**src/rtl/sample_window8.sv**
```systemverilog
// Collects a valid/ready sample stream into eight-word windows with a double buffer.
// Define WINDOW_SLIDE_EN for sliding windows; the default build produces tumbling windows.
module sample_window8 #(
    parameter int N = 8
) (
    input  logic         clk,
    input  logic         rst_n,
    input  logic         flush,
    input  logic         in_valid,
    output logic         in_ready,
    input  logic [N-1:0] in_data,
    output logic         out_valid,
    input  logic         out_ready,
    output logic [N-1:0] x0,
    output logic [N-1:0] x1,
    output logic [N-1:0] x2,
    output logic [N-1:0] x3,
    output logic [N-1:0] x4,
    output logic [N-1:0] x5,
    output logic [N-1:0] x6,
    output logic [N-1:0] x7,
    output logic [3:0]   fill_cnt
);

    logic [N-1:0] fbuf [8];
    logic [N-1:0] xr   [8];
    logic [N-1:0] win  [8];
    logic         out_free;
    logic         accept;
    logic         pend;
    logic         load_in;
    logic         load_pend;

    assign out_free = !out_valid || out_ready;
    assign accept   = in_valid && in_ready;

`ifdef WINDOW_SLIDE_EN
    logic primed;
    logic pend_q;

    // A window completed while the output was busy still waits in fbuf, exactly as in block mode.
    assign pend      = pend_q;
    assign primed    = (fill_cnt == 4'd8) && !pend_q;
    assign in_ready  = !flush && (primed ? out_free : !pend);
    assign load_in   = accept && out_free && (primed || fill_cnt == 4'd7);
    assign load_pend = pend && out_free && !flush;
`else
    assign pend      = (fill_cnt == 4'd8);
    assign in_ready  = !flush && !pend;
    assign load_in   = accept && out_free && (fill_cnt == 4'd7);
    assign load_pend = pend && out_free && !flush;
`endif

    // NOTE: every variable gets a default first so no path through the block infers a latch.
    always_comb begin
        for (int i = 0; i < 8; i++) win[i] = fbuf[i];
        if (load_in) begin
`ifdef WINDOW_SLIDE_EN
            for (int i = 0; i < 7; i++) win[i] = fbuf[i+1];
`endif
            win[7] = in_data;
        end
    end

    // NOTE: sequential state uses non-blocking assignments so every register samples pre-edge values.
    always_ff @(posedge clk or negedge rst_n) begin
        if (!rst_n) begin
            // NOTE: the fill buffer is reset along with the control state so no stale word is ever visible.
            for (int i = 0; i < 8; i++) fbuf[i] <= '0;
            fill_cnt <= '0;
`ifdef WINDOW_SLIDE_EN
            pend_q <= 1'b0;
`endif
        end else begin
`ifdef WINDOW_SLIDE_EN
            if (accept) begin
                for (int i = 0; i < 7; i++) fbuf[i] <= fbuf[i+1];
                fbuf[7] <= in_data;
            end
            if (flush) begin
                fill_cnt <= '0;
                pend_q   <= 1'b0;
            end else begin
                if (accept && fill_cnt != 4'd8) fill_cnt <= fill_cnt + 4'd1;
                if (accept && fill_cnt == 4'd7 && !out_free) pend_q <= 1'b1;
                else if (load_pend)                          pend_q <= 1'b0;
            end
`else
            if (accept) fbuf[fill_cnt[2:0]] <= in_data;
            if (flush || load_in || load_pend) fill_cnt <= '0;
            else if (accept)                   fill_cnt <= fill_cnt + 4'd1;
`endif
        end
    end

    always_ff @(posedge clk or negedge rst_n) begin
        if (!rst_n) begin
            for (int i = 0; i < 8; i++) xr[i] <= '0;
            out_valid <= 1'b0;
        end else if (load_in || load_pend) begin
            for (int i = 0; i < 8; i++) xr[i] <= win[i];
            out_valid <= 1'b1;
        end else if (out_ready) begin
            out_valid <= 1'b0;
        end
    end

    assign x0 = xr[0];
    assign x1 = xr[1];
    assign x2 = xr[2];
    assign x3 = xr[3];
    assign x4 = xr[4];
    assign x5 = xr[5];
    assign x6 = xr[6];
    assign x7 = xr[7];

endmodule
```
**config.mk**
```make
export PLATFORM = sky130hd
export DESIGN_NAME = sample_window8
export DESIGN_NICKNAME = d
export VERILOG_FILES = /design/src/rtl/sample_window8.sv
export SDC_FILE = /design/constraint.sdc
export NUM_CORES = 1
export LEC_CHECK = 0
export ABC_CLOCK_PERIOD_IN_PS = 2900
export BUFFER_PORTS_ARGS = -buffer_cell sky130_fd_sc_hd__buf_2
export CORE_ASPECT_RATIO = 0.6
export CORE_MARGIN = 4
export CORE_UTILIZATION = 53
export DETAILED_ROUTE_END_ITERATION = 6
export PLACE_DENSITY = 0.87
export SLEW_MARGIN = 10
export SYNTH_ARGS = -nofsm -noshare
export SYNTH_HDL_FRONTEND = slang
export SYNTH_SLANG_ARGS = --single-unit
```
**constraint.sdc**
```tcl
create_clock -name clk -period 2.9 [get_ports clk]
set_input_delay 0.58 -clock clk [delete_from_list [all_inputs] [get_ports clk]]
set_output_delay 0.58 -clock clk [all_outputs]
set_load 0.01 [all_outputs]
```
==> impl_metrics.py, run 1 <==
metrics = {
    "run_status": {
        "status": "finished clean",
    },
    "die": {
        "die_width_um": 136,
        "starting_density_of_the_core_pct": 55.6,
        "floorplan_die_height_um": 84.8,
        "die_area_um2": 11500,
        "design.core.area_um2": 9360,
        "pin_count": 83,
        "rows": 27,
    },
    "routing": {
        "detail_route.first_pass.iterations": 5,
        "drtAntennaViolNets": 0,
        "dr_total_vias": 3066,
        "routed_via_density": 5.42,
        "post_drt_wl_per_cell_um": 19.9,
        "wl_mm": 11.3,
        "dr_iter_0_viols": 116,
        "remaining_drc_errors": 0,
    },
    "cts": {
        "ctsHtreeMaxLevel": 4,
        "clk-insertion-delay-late_ns": 0.41,
        "post_cts.resized_instances": 0,
        "cts.root.buffer_cell": "sky130_fd_sc_hd__clkbuf_16",
        "clock_sinks": 133,
        "post_cts.repair.setup_buffers": 0,
        "numCtsBuffers": 17,
        "clock_pin_slew_on_the_worst_setup_and_hold_paths_ns": 0.05,
        "cts-root-to-sink-buffers": 2,
        "clock_tree_from_tritoncts": "done",
        "postCtsHoldBufs": 0,
    },
    "timing": {
        "max_slew_margin_pct": 45.5,
        "finClkSkew_ns": 0.00710,
        "report.final.hold_viol_count": 0,
        "achievable-frequency_mhz": 404,
        "report.final.slew_viol_count": 0,
        "grt_setup_unrepaired": "no",
        "finalSetupViolations": 0,
        "final.setup.tns_ns": 0,
        "finalCriticalPeriod_ns": 2.48,
        "tightestPinTransition_ns": 0.813,
        "post-route-period-util_pct": 85.4,
    },
    "grt": {
        "grt.overflow.total": 0,
        "grt_pass1_wl_mm": 18.5,
        "largest_net_degree_at_the_start_of_global_routing": 52,
        "first_global_vias": 3432,
        "initial_antenna_violation_count": 0,
        "grt_util_overall_pct": 21.3,
    },
    "finish": {
        "drive_above_1_share_pct": 54.8,
        "layout.cells.non_filler": 566,
        "number_of_nets_in_the_final_layout": 441,
        "n_antenna_cell": 0,
        "fin_util_pct": 67.5,
        "areaGrowthSynthToFinish_pct": 21.4,
    },
    "setup_path": {
        "cpMaxStageDelayCell": "sky130_fd_sc_hd__or3_1",
        "critPathBufInv": 2,
        "regToRegSetupSlack_ns": 0.42,
        "required_time_of_the_critical_path_ns": 3.18,
        "crit_chain": "inv_2, ha_1, nand3b_1, or3_1, nand2_1, buf_12, mux2_2",
        "top_family_by_delay_on_critical_path": "simple AND/OR/NAND/NOR gates",
        "startpoint_to_endpoint_class_of_the_critical_path": "reg -> reg",
        "endpoint_kind": "flip-flop",
        "timing.critical_path.fanout_max": 28,
        "critPathMaxStageDelay_ns": 0.54,
        "regToRegStartpoint": "fill_cnt[0]",
        "cp-endpoint": "x1[0]",
        "cp-start-kind": "flip-flop",
        "worst_setup_path_startpoint": "fill_cnt[0]",
        "cp.depth": 7,
        "worst_r2r_path_depth": 7,
        "capture_point_of_the_worst_reg_to_reg_path": "x1[0]",
        "arrival_ns": 2.76,
    },
    "place": {
        "io_buffers": 82,
        "place.detailed.hpwl_mm": 7.41,
        "post-place-cells": 537,
        "globalplace.congestion": 0.853,
    },
    "logic_synthesis": {
        "synth-edff-count": 0,
        "synth_area_per_cell_um2": 15.6,
        "cell_with_the_most_instances_after_synthesis": "sky130_fd_sc_hd__dfrtp_1",
        "synth_nets": 349,
        "synth-main-ff-cell": "sky130_fd_sc_hd__dfrtp_1",
        "area_leader_netlist": "sky130_fd_sc_hd__dfrtp_1",
        "synth_top_area_share_pct": 63.9,
        "synth.cell_area_um2": 5200,
        "async_reset_ff_share_pct": 100,
        "ys_seq_elements": 133,
        "synth_top_cells_by_area": "sky130_fd_sc_hd__dfrtp_1 (64%), sky130_fd_sc_hd__mux2_2 (24%), sky130_fd_sc_hd__mux2_4 (2.6%), sky130_fd_sc_hd__nand2_1 (1.4%), sky130_fd_sc_hd__a31oi_1 (0.96%)",
        "commonest_cells_in_the_synthesized_netlist": "sky130_fd_sc_hd__dfrtp_1 (133), sky130_fd_sc_hd__mux2_2 (111), sky130_fd_sc_hd__nand2_1 (19)",
        "post_synth_inst_count": 334,
        "ys.warnings.count": 0,
        "yosys.cell_types.count": 30,
        "synth-seq-area-share_pct": 63.9,
    },
    "power": {
        "p_leak_uw": 0.00339,
        "irDropWorstVdd_mv": 0.458,
        "power.density_nw_per_um2": 696,
    },
    "worst_hold_path": {
        "hold_crit_path_type": "in -> async",
    },
    "run": {
        "timing.max_cap.violations": 0,
    },
}
## state kept, by name (all words and copies together) (netlist names)
signal / count
x4: 8
x7: 8
fbuf: 64
x0: 8
fill_cnt: 4
out_valid: 1
x1: 8
x3: 8
x2: 8
x5: 8
x6: 8
## logic make-up (layout without fill, tap and decap cells)
kind of cell / count (synthesis) / after routing / share of synthesized area (%)
AOI/OAI and AO/OA: 9 / 9 / 1.06
xor gates and xnor gates: 2 / 2 / 0.337
adders and majority gates: 2 / 2 / 0.481
buffers and inverters: 16 / 118 / 1.90
DFF: 133 / 133 / 63.9
muxes: 122 / 122 / 27.0
and+or+nand+nor: 50 / 50 / 5.29
## area by class of cell
| class | instances | area, um2 |
|---|---|---|
| well taps | 130 | 163 |
| multi-input cells | 185 | 1780 |
| repair buffers | 87 | 488 |
| clock buffers | 24 | 482 |
| fillers | 652 | 3040 |
| clock inverters | 5 | 75.1 |
| inverters | 2 | 7.51 |
| flip-flops and latches | 133 | 3330 |
## power by group
part | total [uW] | switching [uW] | internal [uW]
logic | 274 | 132 | 143
registers | 2100 | 81.8 | 2010
clock network | 2030 | 716 | 1310
total | 4400 | 930 | 3470
## metal layers
| layer | up-vias | GRT usage (%) | part of all wire [%] |
|---|---|---|---|
| li1 | 1365 | - | - |
| met1 | 1584 | 27.8 | 44 |
| met2 | 94 | 34.3 | 48 |
| met3 | 23 | 7.07 | 6.6 |
| met4 | 0 | 6.77 | 1.8 |
| met5 | - | 0 | 0 |
## worst min path at each step
stage	end	slack [ns]	cells past startpoint
2_1_floorplan	fbuf[0]	0.28	0
3_3_place_gp	x2[1]	0.48	1
3_5_place_dp	x6[6]	0.49	1
4_1_cts	x4[2]	0.19	1
5_1_grt	x4[2]	0.21	1
6_report	x4[4]	0.17	1
## placed cells by master, fill, tap and decap left out
master / n
sky130_fd_sc_hd__nor3b_1: 1
sky130_fd_sc_hd__nor2_1: 8
sky130_fd_sc_hd__nand2_1: 19
sky130_fd_sc_hd__or3_1: 2
sky130_fd_sc_hd__mux2i_1: 2
sky130_fd_sc_hd__a21oi_1: 1
sky130_fd_sc_hd__buf_4: 3
sky130_fd_sc_hd__buf_2: 81
sky130_fd_sc_hd__nand3_1: 4
sky130_fd_sc_hd__nor3_1: 4
sky130_fd_sc_hd__nor2b_1: 2
sky130_fd_sc_hd__a31oi_1: 8
sky130_fd_sc_hd__inv_2: 1
sky130_fd_sc_hd__mux2_2: 111
sky130_fd_sc_hd__or4b_4: 1
sky130_fd_sc_hd__clkinv_1: 1
sky130_fd_sc_hd__dfrtp_1: 133
sky130_fd_sc_hd__nand3b_4: 1
sky130_fd_sc_hd__clkinv_2: 3
sky130_fd_sc_hd__nand2b_1: 1
sky130_fd_sc_hd__nand3b_1: 1
sky130_fd_sc_hd__clkbuf_8: 3
sky130_fd_sc_hd__nor4_1: 1
sky130_fd_sc_hd__nor3_2: 3
sky130_fd_sc_hd__clkbuf_1: 4
sky130_fd_sc_hd__clkbuf_16: 17
sky130_fd_sc_hd__buf_12: 3
sky130_fd_sc_hd__and3b_1: 1
sky130_fd_sc_hd__mux2_4: 9
sky130_fd_sc_hd__ha_1: 2
sky130_fd_sc_hd__bufinv_16: 2
sky130_fd_sc_hd__xnor2_1: 2
sky130_fd_sc_hd__and2_4: 1
## per-stage QoR
stage | area, um2 | hold slack [ns] | setup WS, ns | power [uW]
CTS | 6320 | 0.187 | 0.422 | 4430
global route | 6320 | 0.215 | 0.276 | 4580
finish | 6320 | 0.171 | 0.423 | 4400
floorplan | 5200 | 0.284 | 0.507 | 2260
detailed placement | 5760 | 0.490 | 0.403 | 2400
global placement | 5760 | 0.480 | 0.472 | 2360
Note: power is estimated with default switching activity, not from simulation.
==> inputs of run 2 (changes only) <==
ABC_CLOCK_PERIOD_IN_PS = 2300   (was 2900)
clock period = 2.3 ns   (was 2.9 ns; I/O delays follow)
==> run 2 against run 1 <==
First-iteration DRC count rose by 81%. Clock-buffer cell count is 3 higher. Critical path depth unchanged. Non-clock buffer count up 9. Clock power increased by 32%. Sequential power grew 26%. Critical path type unchanged. Largest power group is now the clock network. Highest routed layer unchanged.
==> impl_metrics.py, run 2 (same netlist as run 1, synthesis figures left out) <==
metrics = {
    "power": {
        "irDropWorstVdd_mv": 0.572,
        "power.density_nw_per_um2": 884,
        "p_leak_uw": 0.00345,
        "p_total_uw": 5680,
    },
    "timing": {
        "finClkSkew_ns": 0.00585,
        "max_slew_margin_pct": 67.1,
        "report.final.slew_viol_count": 0,
        "finalCriticalPeriod_ns": 2.17,
        "achievable-frequency_mhz": 461,
        "tightestPinTransition_ns": 0.492,
        "final.setup.tns_ns": 0,
        "report.final.hold_viol_count": 0,
        "grt_setup_unrepaired": "no",
        "finalSetupViolations": 0,
        "post-route-period-util_pct": 94.3,
    },
    "setup_path": {
        "worst_r2r_path_depth": 7,
        "cpMaxStageDelayCell": "sky130_fd_sc_hd__or3_4",
        "crit_chain": "inv_2, ha_1, nand3b_1, or3_4, nand2_2, buf_12, mux2_2",
        "endpoint_kind": "flip-flop",
        "critPathMaxStageDelay_ns": 0.43,
        "startpoint_to_endpoint_class_of_the_critical_path": "reg -> reg",
        "timing.critical_path.fanout_max": 28,
        "arrival_ns": 2.46,
        "critPathBufInv": 2,
        "required_time_of_the_critical_path_ns": 2.59,
        "cp.depth": 7,
        "cp-start-kind": "flip-flop",
        "top_family_by_delay_on_critical_path": "simple AND/OR/NAND/NOR gates",
    },
    "finish": {
        "filler_cell_count": 640,
        "area_taken_by_multi_input_logic_gates_um2": 1790,
        "largest_register_ff_count": 64,
        "drive_above_1_share_pct": 56.3,
        "final_cell_mix": "sky130_fd_sc_hd__dfrtp_1 (133), sky130_fd_sc_hd__mux2_2 (111), sky130_fd_sc_hd__buf_2 (81)",
        "n_antenna_cell": 0,
        "areaGrowthSynthToFinish_pct": 23.5,
        "fin_util_pct": 68.7,
        "layout.area.seq_um2": 3330,
        "largest-register": "fbuf",
        "number_of_nets_in_the_final_layout": 450,
        "layout_commonest_cell": "sky130_fd_sc_hd__dfrtp_1",
        "layout.cells.non_filler": 576,
    },
    "routing": {
        "drtAntennaViolNets": 0,
        "wl_mm": 11.6,
        "routed_via_density": 5.45,
        "dr_total_vias": 3140,
        "remaining_drc_errors": 0,
        "post_drt_wl_per_cell_um": 20.1,
        "dr_iter_0_viols": 210,
        "detail_route.first_pass.iterations": 4,
    },
    "cts": {
        "clock_tree_from_tritoncts": "done",
        "ctsHtreeMaxLevel": 4,
        "numCtsBuffers": 17,
        "cts-root-to-sink-buffers": 2,
        "postCtsHoldBufs": 0,
        "clock_pin_slew_on_the_worst_setup_and_hold_paths_ns": 0.05,
        "cts.root.buffer_cell": "sky130_fd_sc_hd__clkbuf_16",
        "clock_sinks": 133,
        "clk-insertion-delay-late_ns": 0.41,
        "post_cts.repair.setup_buffers": 0,
    },
    "place": {
        "globalplace.congestion": 0.878,
        "io_buffers": 82,
        "post-place-cells": 546,
        "place.detailed.hpwl_mm": 7.52,
    },
    "die": {
        "die_width_um": 136,
        "rows": 27,
        "pin_count": 83,
        "floorplan_die_height_um": 84.8,
        "design.core.area_um2": 9360,
        "die_area_um2": 11500,
        "starting_density_of_the_core_pct": 55.6,
    },
    "grt": {
        "largest_net_degree_at_the_start_of_global_routing": 41,
        "grt.overflow.total": 0,
        "grt_util_overall_pct": 21.7,
        "initial_antenna_violation_count": 0,
        "first_global_vias": 3405,
        "grt_pass1_wl_mm": 18.6,
    },
    "run": {
        "timing.max_cap.violations": 0,
    },
    "run_status": {
        "status": "finished clean",
    },
    "worst_hold_path": {
        "hold_crit_path_type": "in -> async",
    },
}
## run 2: cell types whose count changed in the layout (fill, tap and decap cells not counted), sizes merged
| cell | previous run | this run |
|---|---|---|
| buf | 87 | 96 |
| clkbuf | 24 | 27 |
| clkinv | 4 | 2 |
## run 2: through the flow
stage | hold WS, ns | instance area, um2 | setup slack, ns
6_report | 0.0162 | 6430 | 0.132
5_1_grt | 0.0399 | 6430 | 0.0461
4_1_cts | 0.0198 | 6420 | 0.0545
3_5_place_dp | 0.455 | 5830 | 0.0606
3_3_place_gp | 0.451 | 5830 | 0.131
2_1_floorplan | 0.164 | 5210 | 0.00615
## run 2: layout make-up
cell class	instances	area share [%]
Inverter	2	0.117
Clock inverter	3	1.01
Timing Repair Buffer	96	8.64
Tap cell	130	2.53
Sequential cell	133	51.8
Clock buffer	27	8.14
Multi-Input combinational cell	185	27.8
## run 2: final timing paths
path / endpoint / slack (ns) / from
max: x0[4] / 0.13 / fill_cnt[0]
min: fbuf[29] / 0.02 / rst_n
max reg2reg: x0[4] / 0.13 / fill_cnt[0]
min reg2reg: x6[2] / 0.50 / x6[2]
max in group asynchronous: x2[2] / 1.68 / rst_n
min in group clk: fill_cnt[2] / 0.35 / flush
## run 2: where the power goes
part           total (uW)  switching, uW  internal (uW)
combinational         358            172            186
sequential           2640            105           2540
clock                2680            920           1760
total                5680           1200           4480
## run 2: routing by layer
layer | global-route usage [%] | wire length, um | up-vias
met2 | 34.4 | 5530 | 111
met4 | 7.59 | 114 | 0
met1 | 29.1 | 5240 | 1628
met5 | 0 | 0 | -
met3 | 5.69 | 716 | 13
li1 | - | - | 1388
## run 2: timing repair
| item | in CTS | in global routing |
|---|---|---|
| endpoints found under the hold margin | 0 | 0 |
| setup endpoints to repair | 0 | 28 |
| gates resized for setup | 0 | 2 |
==> inputs of run 3 (changes only) <==
CORE_ASPECT_RATIO = not set   (was 0.6)
GPL_ROUTABILITY_DRIVEN = 0   (was not set)
==> run 3 against run 2 <==
Combinational power decreased by 3%. Sequential cell count unchanged. Wire length down 3.6%.
==> impl_metrics.py, run 3 (same netlist as run 1, synthesis figures left out) <==
metrics = {
    "routing": {
        "remaining_drc_errors": 0,
        "routed_via_density": 5.40,
        "post_drt_wl_per_cell_um": 19.5,
        "drtAntennaViolNets": 0,
        "dr_total_vias": 3101,
        "detail_route.first_pass.iterations": 4,
        "wl_mm": 11.2,
        "dr_iter_0_viols": 117,
    },
    "power": {
        "power.density_nw_per_um2": 905,
        "irDropWorstVdd_mv": 0.538,
        "p_leak_uw": 0.00345,
    },
    "finish": {
        "final_cell_mix": "sky130_fd_sc_hd__dfrtp_1 (132), sky130_fd_sc_hd__mux2_2 (111), sky130_fd_sc_hd__buf_2 (81)",
        "drive_above_1_share_pct": 56.6,
        "layout.cells.non_filler": 574,
        "largest_register_ff_count": 64,
        "layout_commonest_cell": "sky130_fd_sc_hd__dfrtp_1",
        "number_of_nets_in_the_final_layout": 447,
        "areaGrowthSynthToFinish_pct": 23.9,
        "largest-register": "fbuf",
        "n_antenna_cell": 0,
        "fin_util_pct": 68.5,
        "filler_cell_count": 630,
    },
    "timing": {
        "tightestPinTransition_ns": 0.658,
        "final.setup.tns_ns": 0,
        "finalCriticalPeriod_ns": 2.23,
        "achievable-frequency_mhz": 449,
        "max_slew_margin_pct": 56.1,
        "post-route-period-util_pct": 96.9,
        "finClkSkew_ns": 0.00432,
        "report.final.hold_viol_count": 0,
        "report.final.slew_viol_count": 0,
        "finalSetupViolations": 0,
    },
    "die": {
        "die_area_um2": 11500,
        "floorplan_die_height_um": 107,
        "design.core.area_um2": 9420,
        "starting_density_of_the_core_pct": 55.3,
        "pin_count": 83,
        "rows": 35,
        "die_width_um": 107,
    },
    "setup_path": {
        "worst_r2r_path_depth": 7,
        "cp-endpoint": "x1[6]",
        "regToRegStartpoint": "fill_cnt[0]",
        "arrival_ns": 2.62,
        "startpoint_to_endpoint_class_of_the_critical_path": "reg -> reg",
        "capture_point_of_the_worst_reg_to_reg_path": "x1[6]",
        "timing.critical_path.fanout_max": 31,
        "worst_setup_path_startpoint": "fill_cnt[0]",
        "regToRegSetupSlack_ns": 0.07,
        "cp-start-kind": "flip-flop",
        "required_time_of_the_critical_path_ns": 2.70,
        "endpoint_kind": "flip-flop",
    },
    "cts": {
        "post_cts.repair.setup_buffers": 0,
        "clock_sinks": 133,
        "cts.root.buffer_cell": "sky130_fd_sc_hd__clkbuf_8",
        "clk-insertion-delay-late_ns": 0.51,
        "clock_pin_slew_on_the_worst_setup_and_hold_paths_ns": 0.06,
        "ctsHtreeMaxLevel": 4,
        "numCtsBuffers": 17,
        "cts-root-to-sink-buffers": 2,
        "clock_tree_from_tritoncts": "done",
    },
    "run": {
        "timing.max_cap.violations": 0,
    },
    "place": {
        "post-place-cells": 541,
        "place.detailed.hpwl_mm": 7.11,
        "io_buffers": 82,
    },
    "grt": {
        "grt_util_overall_pct": 20.9,
        "grt_pass1_wl_mm": 18.0,
        "grt.overflow.total": 0,
        "initial_antenna_violation_count": 0,
        "first_global_vias": 3417,
        "largest_net_degree_at_the_start_of_global_routing": 51,
    },
    "worst_hold_path": {
        "hold_crit_path_type": "in -> reg",
    },
    "run_status": {
        "status": "finished clean",
    },
}
run 3: cell count changes in the layout (fill, tap and decap cells not counted), moves of 2 or more:
cell,delta
sky130_fd_sc_hd__clkbuf_1,-2
sky130_fd_sc_hd__clkbuf_8,-5
sky130_fd_sc_hd__clkinv_4,+3
sky130_fd_sc_hd__clkinv_2,+2
sky130_fd_sc_hd__bufinv_16,+3
sky130_fd_sc_hd__clkinvlp_4,+2
sky130_fd_sc_hd__buf_4,-4
run 3: layer usage:
layer,GRT usage (%),part of all wire (%),vias to the layer above
li1,-,-,1379
met5,0,0,-
met4,8.77,1.5,0
met3,4.94,5.0,20
met1,26.1,42,1607
met2,34.9,52,95
run 3: timing repair:
item	4_1_cts	5_1_grt
endpoints found under the setup margin	0	54
gates resized for setup	0	4
hold buffers	1	0
endpoints found under the hold margin	48	0
run 3: final cells by class:
| cell class | count | area (um2) | share of cell area [%] |
|---|---|---|---|
| inverters | 2 | 10.0 | 0.155 |
| clock buffers | 19 | 422 | 6.54 |
| well taps | 129 | 161 | 2.50 |
| repair buffers | 93 | 536 | 8.31 |
| flip-flops and latches | 133 | 3330 | 51.6 |
| clock inverters | 13 | 206 | 3.20 |
| multi-input cells | 185 | 1780 | 27.7 |
run 3: stage by stage:
stage          cell area, um2  total power [uW]  hold slack, ns  worst slack, ns
2_1_floorplan            5210              2850           0.164          0.00615
3_3_place_gp             5800              2980           0.479            0.126
3_5_place_dp             5800              3020           0.489           0.0618
4_1_cts                  6440              5880           0.230         0.000791
5_1_grt                  6450              6030           0.249         -0.00481
6_report                 6450              5840           0.245           0.0721
run 3: critical path, cell delays in order (launching register included):
cell,delay [ns]
sky130_fd_sc_hd__dfrtp_2,0.46
sky130_fd_sc_hd__inv_4,0.12
sky130_fd_sc_hd__ha_1,0.19
sky130_fd_sc_hd__nand3b_1,0.16
sky130_fd_sc_hd__or3_1,0.44
sky130_fd_sc_hd__nand2_1,0.14
sky130_fd_sc_hd__buf_12,0.21
sky130_fd_sc_hd__mux2_2,0.36
run 3: power by group:
part / switching, uW / total, uW / internal [uW]
sequential: 104 / 2640 / 2540
clock: 978 / 2850 / 1870
combinational: 168 / 349 / 181
run 3: how the worst min path moves through the flow:
stage	start	endpoint	slack (ns)	depth (start not counted)
5_1_grt	flush	fill_cnt[3]	0.25	2
2_1_floorplan	rst_n	fbuf[0]	0.16	0
4_1_cts	flush	fill_cnt[3]	0.23	2
3_3_place_gp	fbuf[59]	x0[3]	0.48	1
3_5_place_dp	fbuf[25]	x4[1]	0.49	1
6_report	flush	fill_cnt[0]	0.25	2
